File: config.mk
export PLATFORM = sky130hd
export DESIGN_NAME = adc_capture_ctrl_flat
export DESIGN_NICKNAME = d
export VERILOG_FILES = /design/src/rtl/adc_capture_ctrl_if.sv /design/src/rtl/adc_capture_ctrl.sv /design/src/flat_wrapper.sv
export SDC_FILE = /design/constraint.sdc
export NUM_CORES = 1
export LEC_CHECK = 0
export ABC_AREA = 1
export BUFFER_PORTS_ARGS = -buffer_cell sky130_fd_sc_hd__buf_2
export CORE_MARGIN = 10
export CORE_UTILIZATION = 59
export CTS_CLUSTER_SIZE = 24
export DETAILED_ROUTE_END_ITERATION = 8
export PLACE_DENSITY = 0.82
export SLEW_MARGIN = 0
export SYNTH_ARGS = -nofsm -noshare
export SYNTH_HDL_FRONTEND = slang
export SYNTH_SLANG_ARGS = --single-unit
File: constraint.sdc
create_clock -name clk -period 3 [get_ports clk]
set_input_delay 0.6 -clock clk [delete_from_list [all_inputs] [get_ports clk]]
set_output_delay 0.6 -clock clk [all_outputs]
set_load 0.005 [all_outputs]
File: src/rtl/adc_capture_ctrl_if.sv
`default_nettype none
// ============================================================================
//  Module   : adc_capture_ctrl_if
//  Purpose  : Signal bundle between the ADC capture controller, the ADC
//             front end, the waveform RAM write port and the display.
//  Revision : 1.0 - initial release
// ============================================================================
interface adc_capture_ctrl_if #(
  parameter int ADDR_W = 10
);
  // ADC front end, trigger setup and display handshake
  logic              Sample_Valid;
  logic [7:0]        ADC_Data;
  logic [7:0]        Trigger_Gate;
  logic              Trig_Falling;
  logic              Auto_En;
  logic              Run;
  logic              Arm;
  logic              Frame_Done;
  // RAM write port and capture status
  logic              Wr_En;
  logic [ADDR_W-1:0] Wr_Addr;
  logic [7:0]        Wr_Data;
  logic [ADDR_W-1:0] Read_Base;
  logic              Capture_Done;
  logic              Trig_Forced;
  logic [2:0]        State;

  // Capture controller side
  modport master (
    input  Sample_Valid, ADC_Data, Trigger_Gate, Trig_Falling, Auto_En,
           Run, Arm, Frame_Done,
    output Wr_En, Wr_Addr, Wr_Data, Read_Base, Capture_Done, Trig_Forced,
           State
  );

  // Environment side: ADC, control registers, RAM and display
  modport slave (
    output Sample_Valid, ADC_Data, Trigger_Gate, Trig_Falling, Auto_En,
           Run, Arm, Frame_Done,
    input  Wr_En, Wr_Addr, Wr_Data, Read_Base, Capture_Done, Trig_Forced,
           State
  );
endinterface
`default_nettype wire

File: src/rtl/adc_capture_ctrl.sv
`default_nettype none
// ============================================================================
//  Module   : adc_capture_ctrl
//  Purpose  : Circular ADC capture into a DEPTH-deep waveform RAM with
//             pre-trigger history, level trigger (rising/falling), optional
//             auto-forced trigger and freeze-until-frame-done hold.
//  Revision : 1.0 - initial release
// ============================================================================
module adc_capture_ctrl #(
  parameter int ADDR_W       = 10,
  parameter int PRE_TRIG     = 256,
  parameter int AUTO_TIMEOUT = 65535
) (
  input  logic               clk,
  input  logic               Rst,
  adc_capture_ctrl_if.master bus
);

  localparam int DEPTH     = 2 ** ADDR_W;
  // Post-trigger samples still to come once the trigger sample is written
  localparam int POST_MORE = DEPTH - PRE_TRIG - 1;

  localparam logic [ADDR_W-1:0] PRE_LAST   = ADDR_W'(PRE_TRIG - 1);
  localparam logic [ADDR_W-1:0] PRE_OFFSET = ADDR_W'(PRE_TRIG);
  localparam logic [ADDR_W-1:0] POST_LAST  = ADDR_W'(POST_MORE - 1);
  localparam logic [15:0]       TO_LAST    = 16'(AUTO_TIMEOUT - 1);

  typedef enum logic [2:0] {
    IDLE  = 3'd0,
    FILL  = 3'd1,
    ARMED = 3'd2,
    POST  = 3'd3,
    HOLD  = 3'd4
  } state_t;

  state_t            state;
  logic [ADDR_W-1:0] wp;
  logic [ADDR_W-1:0] pre_cnt;
  logic [ADDR_W-1:0] post_cnt;
  logic [ADDR_W-1:0] trig_addr;
  logic [ADDR_W-1:0] read_base;
  logic [ADDR_W-1:0] wr_addr;
  logic [15:0]       to_cnt;
  logic [7:0]        prev;
  logic [7:0]        wr_data;
  logic              prev_valid;
  logic              finish;       // last post sample written, close capture next cycle
  logic              forced_pend;  // trigger of the capture in flight was forced
  logic              wr_en;
  logic              capture_done;
  logic              trig_forced;

  logic accept;
  logic real_trig;
  logic timeout_hit;

  // Sample acceptance and trigger qualification for the current sample
  always_comb begin
    accept      = bus.Sample_Valid &&
                  ((state == FILL) || (state == ARMED) || ((state == POST) && !finish));
    real_trig   = 1'b0;
    if (bus.Trig_Falling) begin
      real_trig = prev_valid && (prev > bus.Trigger_Gate) && (bus.ADC_Data <= bus.Trigger_Gate);
    end else begin
      real_trig = prev_valid && (prev < bus.Trigger_Gate) && (bus.ADC_Data >= bus.Trigger_Gate);
    end
    timeout_hit = bus.Auto_En && (to_cnt == TO_LAST);
  end

  // Capture sequencer, write path and registered status outputs
  always_ff @(posedge clk) begin
    if (!Rst) begin
      state        <= IDLE;
      wp           <= '0;
      pre_cnt      <= '0;
      post_cnt     <= '0;
      trig_addr    <= '0;
      read_base    <= '0;
      wr_addr      <= '0;
      to_cnt       <= '0;
      prev         <= '0;
      wr_data      <= '0;
      prev_valid   <= 1'b0;
      finish       <= 1'b0;
      forced_pend  <= 1'b0;
      wr_en        <= 1'b0;
      capture_done <= 1'b0;
      trig_forced  <= 1'b0;
    end else begin
      wr_en        <= 1'b0;
      capture_done <= 1'b0;

      if (accept) begin
        wr_en      <= 1'b1;
        wr_addr    <= wp;
        wr_data    <= bus.ADC_Data;
        wp         <= wp + 1'b1;
        prev       <= bus.ADC_Data;
        prev_valid <= 1'b1;
      end

      case (state)
        IDLE: begin
          if (bus.Run || bus.Arm) begin
            state      <= FILL;
            pre_cnt    <= '0;
            post_cnt   <= '0;
            to_cnt     <= '0;
            prev_valid <= 1'b0;
          end
        end

        FILL: begin
          if (accept) begin
            if (pre_cnt == PRE_LAST) begin
              state   <= ARMED;
              pre_cnt <= '0;
              to_cnt  <= '0;
            end else begin
              pre_cnt <= pre_cnt + 1'b1;
            end
          end
        end

        ARMED: begin
          if (accept) begin
            if (real_trig || timeout_hit) begin
              // The trigger sample is post index 0; a real edge wins over timeout
              state       <= POST;
              trig_addr   <= wp;
              forced_pend <= !real_trig;
              to_cnt      <= '0;
              post_cnt    <= '0;
              finish      <= (POST_MORE == 0);
            end else if (to_cnt != TO_LAST) begin
              to_cnt <= to_cnt + 1'b1;
            end
          end
        end

        POST: begin
          if (finish) begin
            capture_done <= 1'b1;
            read_base    <= trig_addr - PRE_OFFSET;
            trig_forced  <= forced_pend;
            finish       <= 1'b0;
            post_cnt     <= '0;
            state        <= HOLD;
          end else if (accept) begin
            if (post_cnt == POST_LAST) begin
              finish <= 1'b1;
            end else begin
              post_cnt <= post_cnt + 1'b1;
            end
          end
        end

        HOLD: begin
          if (bus.Arm || (bus.Frame_Done && bus.Run)) begin
            state      <= FILL;
            pre_cnt    <= '0;
            post_cnt   <= '0;
            to_cnt     <= '0;
            prev_valid <= 1'b0;
          end
        end

        default: state <= IDLE;
      endcase
    end
  end

  assign bus.Wr_En        = wr_en;
  assign bus.Wr_Addr      = wr_addr;
  assign bus.Wr_Data      = wr_data;
  assign bus.Read_Base    = read_base;
  assign bus.Capture_Done = capture_done;
  assign bus.Trig_Forced  = trig_forced;
  assign bus.State        = state;

endmodule
`default_nettype wire

File: src/flat_wrapper.sv
// flat-port wrapper written by rule: the top's interface ports become plain ports
module adc_capture_ctrl_flat 
#(
  parameter int ADDR_W       = 10,
  parameter int PRE_TRIG     = 256,
  parameter int AUTO_TIMEOUT = 65535
)
  (clk, Rst, bus_Sample_Valid, bus_ADC_Data, bus_Trigger_Gate, bus_Trig_Falling, bus_Auto_En, bus_Run, bus_Arm, bus_Frame_Done, bus_Wr_En, bus_Wr_Addr, bus_Wr_Data, bus_Read_Base, bus_Capture_Done, bus_Trig_Forced, bus_State);
  adc_capture_ctrl_if #(.ADDR_W(ADDR_W)) bus_i ();
  input  logic clk;
  input  logic Rst;
  input wire logic [$bits(bus_i.Sample_Valid)-1:0] bus_Sample_Valid;
  input wire logic [$bits(bus_i.ADC_Data)-1:0] bus_ADC_Data;
  input wire logic [$bits(bus_i.Trigger_Gate)-1:0] bus_Trigger_Gate;
  input wire logic [$bits(bus_i.Trig_Falling)-1:0] bus_Trig_Falling;
  input wire logic [$bits(bus_i.Auto_En)-1:0] bus_Auto_En;
  input wire logic [$bits(bus_i.Run)-1:0] bus_Run;
  input wire logic [$bits(bus_i.Arm)-1:0] bus_Arm;
  input wire logic [$bits(bus_i.Frame_Done)-1:0] bus_Frame_Done;
  output wire logic [$bits(bus_i.Wr_En)-1:0] bus_Wr_En;
  output wire logic [$bits(bus_i.Wr_Addr)-1:0] bus_Wr_Addr;
  output wire logic [$bits(bus_i.Wr_Data)-1:0] bus_Wr_Data;
  output wire logic [$bits(bus_i.Read_Base)-1:0] bus_Read_Base;
  output wire logic [$bits(bus_i.Capture_Done)-1:0] bus_Capture_Done;
  output wire logic [$bits(bus_i.Trig_Forced)-1:0] bus_Trig_Forced;
  output wire logic [$bits(bus_i.State)-1:0] bus_State;
  assign bus_i.Sample_Valid = bus_Sample_Valid;
  assign bus_i.ADC_Data = bus_ADC_Data;
  assign bus_i.Trigger_Gate = bus_Trigger_Gate;
  assign bus_i.Trig_Falling = bus_Trig_Falling;
  assign bus_i.Auto_En = bus_Auto_En;
  assign bus_i.Run = bus_Run;
  assign bus_i.Arm = bus_Arm;
  assign bus_i.Frame_Done = bus_Frame_Done;
  assign bus_Wr_En = bus_i.Wr_En;
  assign bus_Wr_Addr = bus_i.Wr_Addr;
  assign bus_Wr_Data = bus_i.Wr_Data;
  assign bus_Read_Base = bus_i.Read_Base;
  assign bus_Capture_Done = bus_i.Capture_Done;
  assign bus_Trig_Forced = bus_i.Trig_Forced;
  assign bus_State = bus_i.State;
  adc_capture_ctrl #(.ADDR_W(ADDR_W), .PRE_TRIG(PRE_TRIG), .AUTO_TIMEOUT(AUTO_TIMEOUT)) u_core (.clk(clk), .Rst(Rst), .bus(bus_i));
endmodule
Word-level counts from Yosys, hierarchy flattened
Cells that the tools add are included.

operators by class
  $add $sub $neg = 5
  $lt $le $gt $ge = 4
  equality and inequality tests = 18
  multiplexer cells = 40
  reductions and logical operators = 28

operators by type and width
  cell                                                                      number
  16-bit two-way mux                                                        7
  10-bit two-way mux                                                        9
  16-bit one-hot mux with 4 select lines                                    1
  10-bit one-hot mux with 4 select lines                                    1
  10-bit by 1-bit adder with 10-bit output (second input constant)          3
  10-bit one-hot mux with 3 select lines                                    1
  3-bit two-way mux                                                         7
  7-bit AND reduction                                                       3
  16-bit by 1-bit adder with 16-bit output (second input constant)          1
  16-bit equality test (second input constant)                              1
  16-bit inequality test (second input constant)                            1
  3-bit one-hot mux with 5 select lines                                     1
  1-bit two-way mux                                                         11
  10-bit equality test (second input constant)                              1
  10-bit by 8-bit equality test with 1-bit output (second input constant)   1
  2-bit by 1-bit inequality test with 1-bit output (second input constant)  5
  10-bit by 9-bit subtractor with 10-bit output (second input constant)     1
  8-bit >= comparator                                                       1
  8-bit greater-than comparator                                             1
  8-bit less-or-equal comparator                                            1
  1-bit logical AND                                                         8
  8-bit less-than comparator                                                1
  4-bit nonzero test                                                        2
  3-bit by 2-bit equality test with 1-bit output (second input constant)    2
  15 further kinds                                                          24

word-level totals
  register bits = 93
  input bits = 24
  logic and storage cells = 110

Longest topological paths before layout
  depth after elaboration = 8
  depth in mapped cells = 19
  gate-level depth less buffers = 18

Worst setup path before layout
OpenSTA, ideal clock, no wires.

  kind = input -> register
  from = input port bus_Trigger_Gate[7]
  to = register u_core.to_cnt[9]
  data arrival time = 2.173 ns
  required time = 2.887 ns
  path slack = 0.714 ns
  cell stages on the path = 13
  buffers on the path = 2
  cell sequence = inv_1 ha_1 a21o_1 nor2_1 a21oi_1 nand2_1 nand2_1 nor2_2 nand3_1 buf_2 buf_4 a21oi_2 nor2_1

between the ends
  longest elaborated chain between the ends = 8
  elaborated cells between the ends (all ways) = 15
  those cells by class = 4 x order compare; 1 x eq/ne; 4 x mux; 6 x reduce/logical

RTL lines
  item                                                                         RTL line                                        text
  start, declared                                                              flat_wrapper.sv:14                              input wire logic [$bits(bus_i.Trigger_Gate)-1:0] bus_Trigger_Gate;
  8-bit less-than comparator or 8-bit greater-than comparator (tied branches)  adc_capture_ctrl.sv:65, adc_capture_ctrl.sv:63
  1-bit logical AND, on equally long branches (2 in series)                    adc_capture_ctrl.sv:65, adc_capture_ctrl.sv:63
  1-bit two-way mux (*)                                                        adc_capture_ctrl.sv:62                          if (bus.Trig_Falling) begin
  1-bit logical OR (*)                                                         adc_capture_ctrl.sv:127                         if (real_trig || timeout_hit) begin
  16-bit two-way mux                                                           adc_capture_ctrl.sv:127
  16-bit two-way mux                                                           adc_capture_ctrl.sv:126                         if (accept) begin
  16-bit one-hot mux with 4 select lines                                       adc_capture_ctrl.sv:102                         case (state)
  end signal, assigned                                                         adc_capture_ctrl.sv:136                         to_cnt <= to_cnt + 1'b1;
  end, declared                                                                adc_capture_ctrl.sv:43                          logic [15:0] to_cnt;

Mark *: on every way between the ends. The rest lies on a longest branch, timed or not. The select of a mux whose other input is x is not followed.
A chain may end at the register's enable or synchronous reset.

Final worst setup path
  from = register u_core.state[1], in the netlist u_core.bus.State[1]
  to = register u_core.to_cnt[7]

between the ends
  longest elaborated chain between the ends = 6
  elaborated cells between the ends (all ways) = 18
  those cells by class = 10 x eq/ne; 1 x mux; 7 x reduce/logical

RTL lines
  item                                                                    RTL line                                         text
  start, declared                                                         adc_capture_ctrl.sv:36                           state_t state;
  start signal, assigned                                                  adc_capture_ctrl.sv:73                           state <= IDLE;
  start signal, assigned                                                  adc_capture_ctrl.sv:105                          state <= FILL;
  start signal, assigned                                                  adc_capture_ctrl.sv:116                          state <= ARMED;
  3-bit by 1-bit equality test with 1-bit output (tied with other cells)  adc_capture_ctrl.sv:60, adc_capture_ctrl.sv:102
  1-bit logical OR or 1-bit logical AND (tied branches)                   adc_capture_ctrl.sv:60                           ((state == FILL) || (state == ARMED) || ((state == POST) && !finish));
  1-bit logical OR                                                        adc_capture_ctrl.sv:60
  1-bit logical AND                                                       adc_capture_ctrl.sv:59                           accept = bus.Sample_Valid &&
  2-bit by 1-bit inequality test with 1-bit output (no source line)       --
  7-bit AND reduction (no source line)                                    --

Several ways; a longest one is shown, not always the timed one.

==> results.cfg <==
[power_and_ir_drop]
ir_drop_v = 0.000450
power_density_nw_per_um2 = 756
leakage_uw = 0.00245

[timing]
max_freq_mhz = 383
setup_tns_ps = 0
grt_setup_unrepaired = false
slew_violations = 0
fin_crit_sh = 0.871
fin_skew_ps = 17.5
finalSetupViolCount = 0
fin_ws_ps = 388
worst_slew_pin_slew_ps = 785
fin_crit_ps = 2610
max_slew_margin = 0.476
hold_ws_ps = 451
hold_viol = 0

[floorplan]
initial_utilization = 0.605
pin_count = 58
num_rows = 33
design.die.area_um2 = 12500
die_y_um = 112
die_x_um = 112
coreArea_um2 = 8220

[clocking]
cts_max_level = 3
clk_latency_ps = 370
cts_resized = 0
cts_setup_buffers = 0
ctsRootBufferMaster = clkbuf_8
cts_buffer_depth = 2
cts.sinks = 93
hold_buffers = 0
cts-buffers-inserted = 9
cts_tree = built
path_clk_slew_ps = 100

[synth]
ys_seq_elements = 93
ys_seq_area_frac = 0.374
synth-async-reset-ratio = 0
syn_area_per_cell_um2 = 7.04
synth.distinct_cells = 41
synth_area_um2 = 4970
syn_inst = 706
synth_fp_nets = 752
synth_enable_flop_cells = 0
synth-main-ff-cell = dfxtp_1
synth_warnings = 0

[worst_setup_path]
start_kind = flip-flop
worstPathMaxFanout = 19
crit_path_end_kind = flip-flop
r2r_slack_ps = 390
cp_data_required_time_ps = 3260
arrival_ps = 2870
worstSetupPathType = flip-flop to flip-flop

[hold_path]
hp-class = flip-flop to flip-flop

[grt]
grt_pass1_vias = 4559
grt_pass1_wl_um = 19900
antenna_found_initial = 0
grt_max_degree = 64
grt.overflow.total = 0
grtUsageTotal = 0.183

[finish]
regArea_um2 = 1860
drive_gt1_frac = 0.154
n_antenna_cell = 0
area_growth_syn_to_layout_pct = 10.3
nets = 794
n_fill_cell = 700
multi_input_area_um2 = 2650

[run]
max-cap-violations = 0

[route]
wl_per_cell_um = 13.8
via_count = 4724
drt-total-wl_um = 11800
drc = 0
ant_nets = 0
drt_iter0_markers = 336
dr.pass1.iters = 5
vias_per_cell = 5.51

[placed_design]
gp_congestion = 0.916
io_buffers = 57
place_ws_ps = 347
hpwl_um = 8500

[outcome]
status = finished clean
==> logic make-up (layout without fill, tap and decap cells) <==
logic type | Yosys count | in the layout | synth area share
adder cells (fa/ha/maj) | 22 | 22 | 0.0553
flip-flops | 93 | 93 | 0.374
AND/OR/NAND/NOR | 321 | 321 | 0.291
AO/OA/AOI/OAI | 137 | 137 | 0.155
XOR/XNOR | 17 | 17 | 0.0299
buffers and inverters | 116 | 163 | 0.0948
==> through the flow <==
stage	util	std cells	instance area, um2	power (uW)
final	0.668	858	5490	4150
after global routing	0.668	858	5490	4470
after CTS	0.668	858	5490	4160
after detailed placement	0.644	842	5290	3330
after global placement	0.644	842	5290	3260
after floorplan	-	706	4970	2970
==> synthesized netlist by cell type, types with 4 or more instances <==
cell / n / area [um2]
dfxtp_1: 93 / 1860
clkbuf_1: 16 / 60.1
nor3_1: 17 / 85.1
inv_1: 76 / 285
nand2_1: 109 / 409
a21oi_2: 11 / 96.3
nor2_2: 4 / 25.0
o21ai_0: 52 / 260
buf_2: 10 / 50.1
a21oi_1: 61 / 305
xor2_1: 10 / 87.6
nor2_1: 97 / 364
inv_2: 7 / 26.3
ha_1: 22 / 275
xnor2_1: 7 / 61.3
nand4_1: 25 / 156
nand3_1: 49 / 245
==> worst max-delay path, stage by stage (launching register included) <==
cell and delay, ps:
dfxtp_1 550, nand3_4 200, nor2_4 220, o21ai_4 180
inv_2 270, a21oi_2 130, nor3_4 360, buf_4 360
nand3_1 120, nand2_1 70, nor2_1 40
==> per-layer routing <==
layer	track usage	up-vias	wire length, um
met5	0	-	0
met4	0.0737	0	194
met3	0.0403	16	811
met2	0.311	146	5650
met1	0.217	2158	5180
li1	-	2404	-
==> registers in the layout (all words and copies together) (netlist names) <==
register and count:
u_core.bus.Trig_Forced 1, u_core.bus.Capture_Done 1, u_core.bus.Wr_En 1, u_core.post_cnt 10, u_core.to_cnt 16, u_core.pre_cnt 10
u_core.bus.Wr_Addr 10, u_core.bus.Read_Base 10, u_core.wp 10, u_core.prev_valid 1, u_core.bus.State 3, u_core.prev 8
u_core.trig_addr 10, u_core.forced_pend 1, u_core.finish 1
==> worst paths after layout <==
path | from | end | depth (start not counted)
worst max-delay path | u_core.bus.State[1]$_SDFFE_PN0P_ | u_core.to_cnt[7]$_SDFFE_PN0P_ | 10
worst max register to register | u_core.bus.State[1]$_SDFFE_PN0P_ | u_core.to_cnt[7]$_SDFFE_PN0P_ | 10
worst min register to register | u_core.pre_cnt[6]$_SDFFE_PN0P_ | u_core.pre_cnt[6]$_SDFFE_PN0P_ | 2
worst min-delay path | u_core.pre_cnt[6]$_SDFFE_PN0P_ | u_core.pre_cnt[6]$_SDFFE_PN0P_ | 2
==> report_power, final <==
part	internal (uW)	leakage, uW	switching, uW	total [uW]
Sequential	1440	0.000756	212	1650
Clock	329	0.000101	510	839
Combinational	632	0.00159	1030	1660
==> final cells by class <==
class                           count  area share
Multi-Input combinational cell    497       0.482
Sequential cell                    93       0.339
Timing Repair Buffer               64      0.0616
Inverter                           83      0.0568
Tap cell                          105      0.0239
Clock buffer                        9      0.0226
Clock inverter                      7      0.0135
==> cells in the final DEF, fill, tap and decap left out, types with 17 or more instances in the layout <==
cell     instances
nor2_1          97
nand3_1         49
ha_1            22
nor3_1          17
o21ai_0         52
inv_1           76
a21oi_1         61
nand2_1        109
buf_2           57
nand4_1         25
dfxtp_1         93
(Power assumes the default switching activity.)
